==> config.mk <==
export PLATFORM = sky130hd
export DESIGN_NAME = des_block_packer
export DESIGN_NICKNAME = d
export VERILOG_FILES = /design/src/rtl/des_block_packer.sv
export SDC_FILE = /design/constraint.sdc
export NUM_CORES = 1
export LEC_CHECK = 0
export ABC_AREA = 0
export CELL_PAD_IN_SITES_DETAIL_PLACEMENT = 1
export CELL_PAD_IN_SITES_GLOBAL_PLACEMENT = 2
export CORE_ASPECT_RATIO = 0.6
export CORE_MARGIN = 4
export CORE_UTILIZATION = 31
export DETAILED_ROUTE_END_ITERATION = 7
export GPL_TIMING_DRIVEN = 0
export PLACE_DENSITY_LB_ADDON = 0.1
export SETUP_SLACK_MARGIN = 0.5
export SLEW_MARGIN = 15
export SYNTH_ARGS = -nofsm -noshare
export SYNTH_HDL_FRONTEND = slang
export SYNTH_SLANG_ARGS = --single-unit
==> constraint.sdc <==
create_clock -name clk -period 4.8 [get_ports clk]
set_input_delay 0.72 -clock clk [delete_from_list [all_inputs] [get_ports clk]]
set_output_delay 0.72 -clock clk [all_outputs]
set_load 0.005 [all_outputs]
==> src/rtl/des_block_packer.sv <==
// rtl/des_block_packer.sv - byte-stream to 64-bit DES block packer with key register
// Blocks are held stable on plaintext/primaryKey until the downstream handshake completes.
module des_block_packer #(
  parameter bit PAD_EN = 1'b1,
  parameter int CNT_W  = 16
) (
  input  logic             clk,
  input  logic             rst_n,
  input  logic             keyLoad,
  input  logic [1:64]      keyIn,
  input  logic [7:0]       byteIn,
  input  logic             byteValid,
  input  logic             byteLast,
  output logic             byteReady,
  output logic [1:64]      plaintext,
  output logic [1:64]      primaryKey,
  output logic             blockValid,
  input  logic             blockReady,
  output logic             blockLast,
  output logic [CNT_W-1:0] blockCount
);

  typedef enum logic [1:0] {S_FILL, S_PAD, S_HOLD, S_PADBLK} state_t;

  state_t           r_state;
  logic [2:0]       r_idx;
  logic             r_pad_flag;
  logic [1:64]      r_plaintext;
  logic [1:64]      r_key;
  logic             r_valid;
  logic             r_last;
  logic [CNT_W-1:0] r_count;
  logic [7:0]       w_pad_byte;

  // Bytes r_idx..7 remain to be filled, so PKCS#5 pad value is their count.
  assign w_pad_byte = PAD_EN ? (8'd8 - {5'd0, r_idx}) : 8'h00;

  always_ff @(posedge clk or negedge rst_n) begin
    if (!rst_n) begin
      r_state     <= S_FILL;
      r_idx       <= 3'd0;
      r_pad_flag  <= 1'b0;
      r_plaintext <= '0;
      r_key       <= '0;
      r_valid     <= 1'b0;
      r_last      <= 1'b0;
      r_count     <= '0;
    end else begin
      if (keyLoad && (r_state != S_HOLD)) r_key <= keyIn;
      case (r_state)
        S_FILL: begin
          if (byteValid) begin
            for (int b = 0; b < 8; b++) begin
              if (3'(b) == r_idx) r_plaintext[8*b+1 +: 8] <= byteIn;
            end
            r_idx <= r_idx + 3'd1;
            if (r_idx == 3'd7) begin
              r_state <= S_HOLD;
              r_valid <= 1'b1;
              if (byteLast) begin
                r_last     <= ~PAD_EN;
                r_pad_flag <= PAD_EN;
              end
            end else if (byteLast) begin
              r_state <= S_PAD;
            end
          end
        end
        S_PAD: begin
          for (int b = 0; b < 8; b++) begin
            if (3'(b) >= r_idx) r_plaintext[8*b+1 +: 8] <= w_pad_byte;
          end
          r_idx   <= 3'd0;
          r_state <= S_HOLD;
          r_valid <= 1'b1;
          r_last  <= 1'b1;
        end
        S_HOLD: begin
          if (r_valid && blockReady) begin
            r_valid <= 1'b0;
            r_count <= r_count + CNT_W'(1);
            if (r_pad_flag) begin
              r_state <= S_PADBLK;
            end else begin
              r_state <= S_FILL;
              r_last  <= 1'b0;
            end
          end
        end
        S_PADBLK: begin
          r_plaintext <= 64'h0808080808080808;
          r_last      <= 1'b1;
          r_pad_flag  <= 1'b0;
          r_state     <= S_HOLD;
          r_valid     <= 1'b1;
        end
        default: r_state <= S_FILL;
      endcase
    end
  end

  assign byteReady  = (r_state == S_FILL);
  assign plaintext  = r_plaintext;
  assign primaryKey = r_key;
  assign blockValid = r_valid;
  assign blockLast  = r_last;
  assign blockCount = r_count;

endmodule
==> impl_metrics.ini <==
[final_layout]
register_area_mm2 = 0.00380
nFillCells = 2023
antenna_cells = 0
area_growth_pct = 52.4
multi_input_area_mm2 = 0.00217
post-route-util_pct = 48.6
fin_nets = 793
drive_gt1_share_pct = 20.0

[route]
wl_per_cell_um = 18.7
drt_pre_antenna_iters = 4
dr.first_iter.drc_count = 152
ant_nets = 0
wirelength_um = 18400
drc = 0
dr_total_vias = 4538
routed_via_density = 4.60

[setup_path]
critPathLaunchType = register
crit_arrival_ns = 2.19
cp-end-kind = primary output
worstPathRequired_ns = 4.08
crit_fanout = 10
critical_path_class = reg2out

[logic_synthesis]
synthTopCellsByArea = dfrtp_1 (62%), mux2_2 (15%), o21ai_0 (3.4%)
syn_area_per_cell_um2 = 13.2
synth-main-ff-cell = dfrtp_1
synth_edf_count = 0
ys_types = 43
ys_seq_area_share_pct = 62.0
syn_area_mm2 = 0.00614
synth_top_cell_by_area = dfrtp_1
async_flop_share_pct = 100
yosysWarnings = 0
yosys-top-cells-count = dfrtp_1 (152), mux2_2 (83), nand2_1 (48), o21ai_0 (42), buf_2 (14)
yosysMostFrequentCell = dfrtp_1
synth_seq_cells = 152
syn-num-nets = 550
netlist_instances = 465
netlist.area_leader.share_pct = 62.0

[power]
power_density_mw_per_mm2 = 669
clockPowerShare_pct = 22.6
power_leakage_nw = 4.01
switching_power_mw = 1.91
irDropWorstVdd_mv = 0.296
seq_power_share_pct = 35.5
switching_share_pct = 30.6
p_comb_share_pct = 42.0
p_int_mw = 4.34

[clock_tree]
cts_max_level = 4
max-clock-path-buffers = 2
ctsHoldBuffers = 0
cts_sinks = 152
cts_tree = built
path_clk_slew_ns = 0.06
clock_latency_ns = 0.43
cts_setup_buffers = 0
root_buffer = clkbuf_16
cts_resized = 0
cts_made_buffers = 17

[sta]
worstMarginPinSlew_ns = 0.596
fmax_ghz = 0.344
holdWs_ns = 0.190
relSlewSlack_pct = 60.2
period_needed_ns = 2.91
hold_viol = 0
skew_ns = 0.00795
fin_crit_sh_pct = 60.5
rsz0062_at_grt = no
slew_viol_final = 0
setup_viol = 0

[place]
place_congestion = 0.791
dp.final_hpwl_um = 13800
port_buffers = 223

[global_routing]
grtUsageTotal_pct = 16.9
grt_pass1_vias = 5053
grt_max_degree = 104
grt.overflow.total = 0
antenna_found_initial = 0
grt_pass1_wl_um = 28900

[min_path]
holdCritPathClass = in2async

[die]
row_count = 39
coreArea_mm2 = 0.0192
ios = 225
die-area_mm2 = 0.0222
die_x_um = 190
start_util_pct = 31.9
dieHeight_um = 117

[outcome]
outcome = complete, no violations

[flow_run]
cap_viol_max_count = 0
-- cell families after synthesis --
logic type	synth area share, %
flip-flops	62.0
adder cells (fa/ha/maj)	1.43
buffers and inverters	2.61
XOR/XNOR	2.14
multiplexers	16.3
AND/OR/NAND/NOR	8.08
AO/OA/AOI/OAI	7.42
-- path summary, 6_finish.rpt --
kind	end	slack (ns)	cells past startpoint	startpoint
max	byteReady	1.89	5	r_state[0]
max in group asynchronous	blockCount[2]	3.72	2	rst_n
min in group clk	blockCount[15]	0.47	1	blockCount[15]
min reg2reg	blockCount[15]	0.47	1	blockCount[15]
max reg2reg	plaintext[36]	2.20	8	r_idx[0]
min	plaintext[4]	0.19	1	rst_n
-- layer usage --
metal / global-route usage, % / wire length (µm) / part of all wire, % / vias to the layer above
met2: 25.3 / 8150 / 44 / 133
met5: 0 / 0 / 0 / -
met4: 5.20 / 186 / 1.0 / 0
met1: 22.8 / 8620 / 47 / 2291
met3: 6.94 / 1450 / 7.9 / 15
li1: - / - / - / 2099
-- registers in the layout, indices dropped and copies added, names as in the netlist --
name	count
r_pad_flag	1
blockValid	1
blockCount	16
plaintext	64
primaryKey	64
r_state	2
r_idx	3
blockLast	1
-- cell type report --
cell class                 count  share of cell area, %
tap                          266                   3.56
buffer                        21                   1.31
timing repair buffer         224                   24.2
sequential                   152                   40.7
clock buffer                  22                   5.07
inverter                      10                  0.401
multi-input combinational    282                   23.2
clock inverter                10                   1.53
-- power by group through the flow --
stage                     Combinational, mW  Clock [mW]  Sequential (mW)
final                                  2.62        1.41             2.22
after global routing                   2.86        1.52             2.30
after CTS                              2.68        1.46             2.23
after detailed placement               2.66           0             2.24
after global placement                 2.59           0             2.21
after floorplan                        1.03           0             2.23
-- critical path, cell delays in order (launching register included) --
cell,delay [ns]
dfrtp_1,0.34
buf_2,0.26
buf_2,0.29
buf_2,0.29
nor2_1,0.10
clkdlybuf4s50_1,0.48
-- per-stage QoR --
step           cell area (µm²)  TNS [ns]  instances  setup WS, ns  power (mW)
2_1_floorplan             6140         0        465          2.76        3.26
3_5_place_dp              8730         0        955          2.19        4.90
4_1_cts                   9350         0        987          1.86        6.36
3_3_place_gp              8700   -474.09        954         -3.14        4.80
5_1_grt                   9350         0        987          1.75        6.68
6_report                  9350         0        987          1.89        6.25
-- placed cells by master, fill, tap and decap left out, types with 8 or more instances in the layout --
master / n
clkdlybuf4s50_1: 222
inv_1: 10
clkbuf_16: 17
buf_2: 14
nand2_1: 48
nor2_1: 13
dfrtp_1: 152
o21ai_0: 42
mux2_2: 83
xnor2_1: 8
No activity file was read; power rests on OpenSTA's default activity.
